**config.mk**
```make
export PLATFORM = sky130hd
export DESIGN_NAME = mem_arbiter
export DESIGN_NICKNAME = d
export VERILOG_FILES = /design/src/rtl/mem_arbiter.sv
export SDC_FILE = /design/constraint.sdc
export NUM_CORES = 1
export LEC_CHECK = 0
export ABC_AREA = 1
export ABC_CLOCK_PERIOD_IN_PS = 5650
export CORE_AREA = 2 2 108 110
export DETAILED_ROUTE_END_ITERATION = 12
export DIE_AREA = 0 0 110 112
export PLACE_DENSITY_LB_ADDON = 0.3
export SYNTH_ARGS = -nofsm -noshare
export SYNTH_HDL_FRONTEND = slang
export SYNTH_SLANG_ARGS = --single-unit
```
**constraint.sdc**
```tcl
create_clock -name clk -period 5.65 [get_ports clk]
set_clock_uncertainty 0.1 [all_clocks]
set_input_delay 1.4125 -clock clk [delete_from_list [all_inputs] [get_ports clk]]
set_output_delay 1.4125 -clock clk [all_outputs]
set_load 0.05 [all_outputs]
```
**src/rtl/mem_arbiter.sv**
```systemverilog
// mem_arbiter: shares one single-cycle memory port between the wramp core (port 0)
// and a DMA/debug loader (port 1). Registered owner state, round-robin on ties,
// and a hold limit so a streaming owner cannot starve the other port.
module mem_arbiter #(
  parameter int ADDR_W   = 20,
  parameter int DATA_W   = 32,
  parameter int MAX_HOLD = 4,
  parameter int CNT_W    = 16
) (
  input  logic              clk,
  input  logic              rst_async_n,
  input  logic              m0_req,
  input  logic [ADDR_W-1:0] m0_addr,
  input  logic              m0_we,
  input  logic [DATA_W-1:0] m0_wdata,
  output logic              m0_ack,
  output logic [DATA_W-1:0] m0_rdata,
  input  logic              m1_req,
  input  logic [ADDR_W-1:0] m1_addr,
  input  logic              m1_we,
  input  logic [DATA_W-1:0] m1_wdata,
  output logic              m1_ack,
  output logic [DATA_W-1:0] m1_rdata,
  output logic [ADDR_W-1:0] mem_address,
  output logic              mem_write_en,
  output logic [DATA_W-1:0] mem_write_value,
  input  logic [DATA_W-1:0] mem_read_value,
  output logic [1:0]        owner,
  output logic [CNT_W-1:0]  wait_cnt
);

  localparam logic [1:0] IDLE = 2'd0;
  localparam logic [1:0] OWN0 = 2'd1;
  localparam logic [1:0] OWN1 = 2'd2;

  // Wide enough to hold MAX_HOLD-1 for any MAX_HOLD >= 1.
  localparam int HOLD_W = $clog2(MAX_HOLD + 1);

  logic [1:0]        state;
  logic [1:0]        state_nxt;
  logic [HOLD_W-1:0] hold_cnt;
  logic [HOLD_W-1:0] hold_nxt;
  logic              rr_last;   // 0: port 0 was the last owner, 1: port 1
  logic              rr_nxt;
  logic              hold_at_max;
  logic              wait0;
  logic              wait1;
  logic [1:0]        wait_inc;
  logic [CNT_W:0]    wait_sum;

  assign owner       = state;
  assign hold_at_max = (hold_cnt == HOLD_W'(MAX_HOLD - 1));

  // Acks and read data follow the owner and its live request.
  always_comb begin
    m0_ack   = (state == OWN0) && m0_req;
    m1_ack   = (state == OWN1) && m1_req;
    m0_rdata = m0_ack ? mem_read_value : {DATA_W{1'b0}};
    m1_rdata = m1_ack ? mem_read_value : {DATA_W{1'b0}};
  end

  // Memory bus mux: owner's address/data, bus quiet when idle.
  always_comb begin
    mem_address     = {ADDR_W{1'b0}};
    mem_write_en    = 1'b0;
    mem_write_value = {DATA_W{1'b0}};
    case (state)
      OWN0: begin
        mem_address     = m0_addr;
        mem_write_en    = m0_req && m0_we;
        mem_write_value = m0_wdata;
      end
      OWN1: begin
        mem_address     = m1_addr;
        mem_write_en    = m1_req && m1_we;
        mem_write_value = m1_wdata;
      end
      default: begin
        mem_address     = {ADDR_W{1'b0}};
        mem_write_en    = 1'b0;
        mem_write_value = {DATA_W{1'b0}};
      end
    endcase
  end

  // Ownership transitions: round-robin on ties, hold limit under contention.
  always_comb begin
    state_nxt = state;
    hold_nxt  = hold_cnt;
    rr_nxt    = rr_last;
    case (state)
      IDLE: begin
        hold_nxt = {HOLD_W{1'b0}};
        if (m0_req && m1_req) begin
          state_nxt = rr_last ? OWN0 : OWN1;
        end else if (m0_req) begin
          state_nxt = OWN0;
        end else if (m1_req) begin
          state_nxt = OWN1;
        end else begin
          state_nxt = IDLE;
        end
      end
      OWN0: begin
        if (!m0_req) begin
          state_nxt = m1_req ? OWN1 : IDLE;
          hold_nxt  = {HOLD_W{1'b0}};
          rr_nxt    = 1'b0;
        end else if (m1_req && hold_at_max) begin
          state_nxt = OWN1;
          hold_nxt  = {HOLD_W{1'b0}};
          rr_nxt    = 1'b0;
        end else begin
          hold_nxt  = m1_req ? (hold_cnt + HOLD_W'(1)) : {HOLD_W{1'b0}};
        end
      end
      OWN1: begin
        if (!m1_req) begin
          state_nxt = m0_req ? OWN0 : IDLE;
          hold_nxt  = {HOLD_W{1'b0}};
          rr_nxt    = 1'b1;
        end else if (m0_req && hold_at_max) begin
          state_nxt = OWN0;
          hold_nxt  = {HOLD_W{1'b0}};
          rr_nxt    = 1'b1;
        end else begin
          hold_nxt  = m0_req ? (hold_cnt + HOLD_W'(1)) : {HOLD_W{1'b0}};
        end
      end
      default: begin
        state_nxt = IDLE;
        hold_nxt  = {HOLD_W{1'b0}};
        rr_nxt    = 1'b1;
      end
    endcase
  end

  // Saturating wait counter: one count per port per stalled cycle.
  always_comb begin
    wait0    = m0_req && !m0_ack;
    wait1    = m1_req && !m1_ack;
    wait_inc = {1'b0, wait0} + {1'b0, wait1};
    wait_sum = {1'b0, wait_cnt} + {{(CNT_W-1){1'b0}}, wait_inc};
  end

  // Arbiter state registers.
  always_ff @(posedge clk or negedge rst_async_n) begin
    if (!rst_async_n) begin
      state    <= IDLE;
      hold_cnt <= {HOLD_W{1'b0}};
      rr_last  <= 1'b1;
      wait_cnt <= {CNT_W{1'b0}};
    end else begin
      state    <= state_nxt;
      hold_cnt <= hold_nxt;
      rr_last  <= rr_nxt;
      wait_cnt <= wait_sum[CNT_W] ? {CNT_W{1'b1}} : wait_sum[CNT_W-1:0];
    end
  end

endmodule
```
==> metrics.txt, run 1 <==
final setup fails 0; Fill cells between 1000 and 1500; Die Span Y 112 microns; initial detailed-routing violation count about 220; clock latency on the worst-skew pair around 260 ps; Reg area 552 sq um; warnings from Yosys 0; WL final roughly 13 mm; total vias in the final route 3729; global routing usage on met2 between 30% and 40%; cell area after synthesis 2460 sq um; Sw Ratio between 60% and 70%; Synth Register Bits 22; crit path cell chain clkdlybuf4s50_1 -> nand2_2 -> nor2_1 -> clkdlybuf4s50_1; Nets ~860; Die Wd 110 microns; Top FF cell, synth dfrtp_1; VDD IR-drop max approximately 330 uV; first-pass GRT wire length around 18 mm; post-cts resize count 0; layer with the highest usage met2; CTS Buf Count 3; slowest stage delay, CP between 800 and 900 ps; Syn Nets between 600 and 700; CP Max Fanout 33; clk root buf clkbuf_16; largest net degree at the start of global routing 56; Worst-path clk slew 60 ps; Power Density 415 nW/um^2; area grow syn2layout 120%; Setup Crit Path Kind input port to primary output; total iterations of the first detailed-routing run 4; final instance area ~5400 sq um; # DRC 0; final hold vios 0; antenna violations before repair 0; Tot Pwr 2.24 mW; Gate power share about 82%; crit path DAT approximately 3500 ps; GRT Overall Usage between 10% and 20%; M1 GR Usage a little over a fifth; area of the die between 10000 and 15000 sq um; internal power about 0.86 mW; GP Congestion slightly above 0.9; Leak 2.27 nW; n_diodes 0; Netlist cell types 27; count of maximum capacitance violations 0; status completed; switching power between 1 and 1.5 mW; wire length per cell between 10 and 15 microns; core area ~11000 sq um; Async S/R FF share, synth 100%; I/O Pins 279; Startpoint Class input port; Max Slew Vio Count 0; # rows 39; port bufs roughly 280; sequential power share between 10% and 20%; Vias/cell about 4.4; CTS Hold Bufs 0; CP max-delay cell clkdlybuf4s50_1; Tcrit/Tclk final about nine tenths; RSZ-0062 raised after global routing false; Cell Area, Placed around 5300 sq um; worst-case clock buffer depth 2; Top cell by count, worst path clkdlybuf4s50_1; vias in the first global route 3484; HP Class flop to flop; clock sink count 22; Data required, critical path about 4100 ps; most frequent cells in the layout clkdlybuf4s50_1, nand2_1, nor2_1, inv_1, a21oi_1; post-synthesis instance total between 400 and 500; Setup crit end kind primary output; DP HPWL 10.2 mm; most common cell after layout, fill and taps aside clkdlybuf4s50_1; worst slew pin tran approximately 970 ps; setup_tns 0 ps; met3 usage approximately 3.5%; minimum clock period roughly 5000 ps; setup bufs post-CTS 0; H-tree depth 1; sequential fraction of the synthesis area between 20 and 25%; clock power share around 6.8%; GRT overflow 0; final antenna-violating net count 0; Post-synth EDFFs 0; relative slew slack 35.5%; CTS tree built; fmax between 150 and 200 MHz; layout cell share with drive strength beyond 1 under 10%; area of the multi-input gates between 1500 and 2000 sq um; Mean Syn Cell Area between 5 and 6 sq um; starting density of the core between 20% and 30%
## cell families after synthesis
kind of cell	share of synthesized area, %
buffers and inverters	13.9
flip-flops	22.5
AO/OA/AOI/OAI	12.4
adder cells (fa/ha/maj)	4.38
AND/OR/NAND/NOR	45.1
XOR/XNOR	1.78
## area by class of cell
type,count,area share (%)
Tap cell,143,3.31
Inverter,60,4.17
Clock buffer,4,1.46
Sequential cell,22,10.2
Multi-Input combinational cell,345,29.1
Timing Repair Buffer,280,51.8
## path summary, 6_finish.rpt
| check | from | end | slack (ps) | depth (start not counted) |
|---|---|---|---|---|
| max in group asynchronous | rst_async_n | wait_cnt[4]$_DFF_PN0_ | 3270 | 1 |
| setup reg to reg | owner[1]$_DFFE_PN0P_ | wait_cnt[2]$_DFF_PN0_ | 2600 | 10 |
| min in group asynchronous | rst_async_n | wait_cnt[12]$_DFF_PN0_ | 1590 | 1 |
| hold reg to reg | hold_cnt[0]$_DFF_PN0_ | hold_cnt[0]$_DFF_PN0_ | 350 | 1 |
| hold / removal | hold_cnt[0]$_DFF_PN0_ | hold_cnt[0]$_DFF_PN0_ | 350 | 1 |
| setup / recovery | m0_req | m0_rdata[22] | 600 | 4 |
## power groups by stage
stage	Clock (mW)	Sequential, mW	Combinational (mW)
6_report	0.152	0.243	1.84
5_1_grt	0.163	0.251	1.94
4_1_cts	0.156	0.243	1.85
3_5_place_dp	0	0.244	1.85
3_3_place_gp	0	0.243	1.83
2_1_floorplan	0	0.343	1.11
## sequential cells by signal, indices dropped and copies added, names as in the netlist
register	flops
wait_cnt	16
hold_cnt	3
owner	2
rr_last	1
## Yosys cell counts (all sizes together), types with 2 or more instances
master | n | area share, %
inv | 60 | 9.2
nand3 | 17 | 4.1
o21ai | 6 | 1.2
nand2 | 160 | 25
xnor2 | 2 | 0.71
xor2 | 3 | 1.1
nor2 | 85 | 14
nor4 | 2 | 0.51
clkbuf | 8 | 1.2
dfrtp | 21 | 21
nand4 | 5 | 1.5
ha | 7 | 3.6
a21oi | 55 | 11
buf | 16 | 3.5
## stage by stage
stage	instances	utilization [%]	hold slack, ps	setup WS (ps)
5_1_grt	854	48.3	378	467
6_report	854	48.3	354	599
4_1_cts	854	48.3	360	603
2_1_floorplan	451	-	318	1570
3_3_place_gp	850	47.6	328	640
3_5_place_dp	850	47.6	352	609
## critical path, delay by kind of cell
kind                   cells  cell delay (ps)
buffers and inverters      2             1450
and+or+nand+nor            2              670
## routing by layer
layer / routed length, microns / up-vias
li1: - / 1892
met1: 4900 / 1681
met2: 6430 / 141
met3: 988 / 15
met4: 181 / 0
met5: 0 / -
No activity file was read; power rests on OpenSTA's default activity.
==> run 2, diff against run 1 <==
--- a/constraint.sdc
+++ b/constraint.sdc
@@ -3,3 +3,3 @@
 set_input_delay 1.4125 -clock clk [delete_from_list [all_inputs] [get_ports clk]]
 set_output_delay 1.4125 -clock clk [all_outputs]
-set_load 0.05 [all_outputs]
+set_load 0.01 [all_outputs]
==> run 2 against run 1 <==
Net effect: critical path depth up 2; sequential power about the same; routed wire length up 1.6%; worst setup slack better by 96 ps; first-iteration DRC count down 1.4%; global-route usage up 0.38 points.
==> metrics.txt, run 2 (synthesis gave the netlist of run 1 again) <==
status completed; setup bufs post-CTS 0 (unchanged); area of the die 12300 sq um (unchanged); reg-to-reg slack, setup 2860 ps (+260 ps); Tcrit/Tclk final 87.7% (-1.7 points); # DRC 0 (unchanged); CP max-delay cell clkdlybuf4s50_1; Fill cells 1128 (+0.45%); switching power 0.743 mW (-46%); relative slew slack 31.9% (-3.6 points); most frequent cells in the layout clkdlybuf4s50_1, nand2_1, nor2_1, inv_1, a21oi_1; clock sink count 22 (unchanged); WL final 12.7 mm (+1.6%); final hold vios 0 (unchanged); Startpoint Class input port; setup_tns 0 ps (unchanged); H-tree depth 1 (unchanged); n_diodes 0 (unchanged); core area 11200 sq um (unchanged); GP Congestion 0.903 (-0.32%); worst slew pin tran 1020 ps (+53.4 ps); Worst-path clk slew 60 ps (about the same); final antenna-violating net count 0 (unchanged); CTS Buf Count 3 (unchanged); met3 usage 4.27% (+0.82 points); Top cell by count, worst path clkdlybuf4s50_1; crit path cell chain clkdlybuf4s50_1 -> nand2_2 -> inv_2 -> nand2_1 -> a21oi_1 -> clkdlybuf4s50_1; starting density of the core 22.0% (unchanged); Setup Crit Path Kind input port to primary output; most common cell after layout, fill and taps aside clkdlybuf4s50_1; Gate power share 75.5% (-6.9 points); layer with the highest usage met2; Data required, critical path 4140 ps (about the same); initial detailed-routing violation count 216 (-1.4%); # rows 39 (unchanged); area grow syn2layout 120% (about the same); CTS tree built; Vias/cell 4.34 (-0.64%); fmax 202 MHz (+1.9%); Sw Ratio 46.2% (-15 points); Nets 862 (unchanged); path depth of the worst reg2reg path 9 (-1); final instance area 5400 sq um (about the same); final setup fails 0 (unchanged); largest net degree at the start of global routing 56 (unchanged); Reg area 552 sq um (unchanged); RSZ-0062 raised after global routing false; area of the multi-input gates 1570 sq um (unchanged); clock latency on the worst-skew pair 250 ps (about the same); wire length per cell 14.9 microns (+1.6%); crit path DAT 3440 ps (-100 ps); CP Capture Point mem_write_en; Power Density 298 nW/um^2 (-28%); VDD IR-drop max 170 uV (-49%); I/O Pins 279 (unchanged); vias in the first global route 3633 (+4.3%); GRT overflow 0 (unchanged); Leak 2.27 nW (about the same); CP Max Fanout 33 (unchanged); max FFs per register 16 (unchanged); internal power 0.864 mW (+0.30%); clk root buf clkbuf_16; global routing usage on met2 35.5% (+0.41 points); HP Class flop to flop; M1 GR Usage 21.0% (-0.29 points); Cell Area, Placed 5320 sq um (about the same); slowest stage delay, CP 620 ps (-210 ps); sequential power share 15.1% (+4.2 points); minimum clock period 4960 ps (-95.8 ps); Setup crit end kind primary output; Die Span Y 112 microns (unchanged); antenna violations before repair 0 (unchanged); Critical R2R Launch owner[1]$_DFFE_PN0P_; GRT Overall Usage 19.1% (+0.38 points); count of maximum capacitance violations 0 (unchanged); post-cts resize count 0 (unchanged); CTS Hold Bufs 0 (unchanged); Biggest register wait_cnt; worst-case clock buffer depth 2 (unchanged); total vias in the final route 3705 (-0.64%); first-pass GRT wire length 18.6 mm (+2.0%); Reg2Reg Capture Point wait_cnt[2]$_DFF_PN0_; port bufs 278 (unchanged); total iterations of the first detailed-routing run 5 (+1); clock power share 9.3% (+2.5 points); DP HPWL 10.2 mm (about the same); layout cell share with drive strength beyond 1 3.38% (-0.14 points); Die Wd 110 microns (unchanged); Worst Setup SP m0_req; Max Slew Vio Count 0 (unchanged)
## run 2: layer usage
metal | share of wire (%) | up-vias | wire [microns]
li1 | - | 1892 | -
met1 | 38 | 1654 | 4810
met2 | 50 | 135 | 6400
met3 | 8.9 | 24 | 1130
met4 | 2.9 | 0 | 363
met5 | 0 | - | 0
## run 2: worst min path at each step
stage	to	slack (ps)	cells after the start	from
after floorplan	hold_cnt[0]$_DFF_PN0_	320	1	hold_cnt[0]$_DFF_PN0_
after global placement	hold_cnt[0]$_DFF_PN0_	330	1	hold_cnt[0]$_DFF_PN0_
after detailed placement	hold_cnt[0]$_DFF_PN0_	330	1	hold_cnt[0]$_DFF_PN0_
after CTS	hold_cnt[0]$_DFF_PN0_	340	1	hold_cnt[0]$_DFF_PN0_
after global routing	hold_cnt[0]$_DFF_PN0_	350	1	hold_cnt[0]$_DFF_PN0_
final	hold_cnt[0]$_DFF_PN0_	340	1	hold_cnt[0]$_DFF_PN0_
## run 2: layout make-up
cell class / count / share of cell area, %
Timing Repair Buffer: 280 / 51.8
Multi-Input combinational cell: 345 / 29.0
Sequential cell: 22 / 10.2
Inverter: 60 / 4.17
Tap cell: 143 / 3.31
Clock buffer: 4 / 1.46
## run 2: critical path: cells and delay by family
family / cells / cell delay [ps]
AND/OR/NAND/NOR: 2 / 480
AO/OA/AOI/OAI: 1 / 150
buffers and inverters: 3 / 1400
## run 2: through the flow
stage / hold WS (ps) / cells / total power [mW] / util (%) / setup WS, ps
floorplan: 318 / 451 / 0.826 / - / 2240
global placement: 329 / 850 / 1.45 / 47.6 / 737
global route: 352 / 854 / 1.73 / 48.3 / 592
CTS: 342 / 854 / 1.63 / 48.3 / 706
finish: 336 / 854 / 1.61 / 48.3 / 695
detailed placement: 334 / 850 / 1.47 / 47.6 / 711
## run 2: power groups by stage
stage | clock [mW] | combinational [mW] | sequential [mW]
finish | 0.150 | 1.21 | 0.243
CTS | 0.154 | 1.23 | 0.242
floorplan | 0 | 0.575 | 0.251
global placement | 0 | 1.20 | 0.244
global route | 0.162 | 1.32 | 0.248
detailed placement | 0 | 1.22 | 0.244
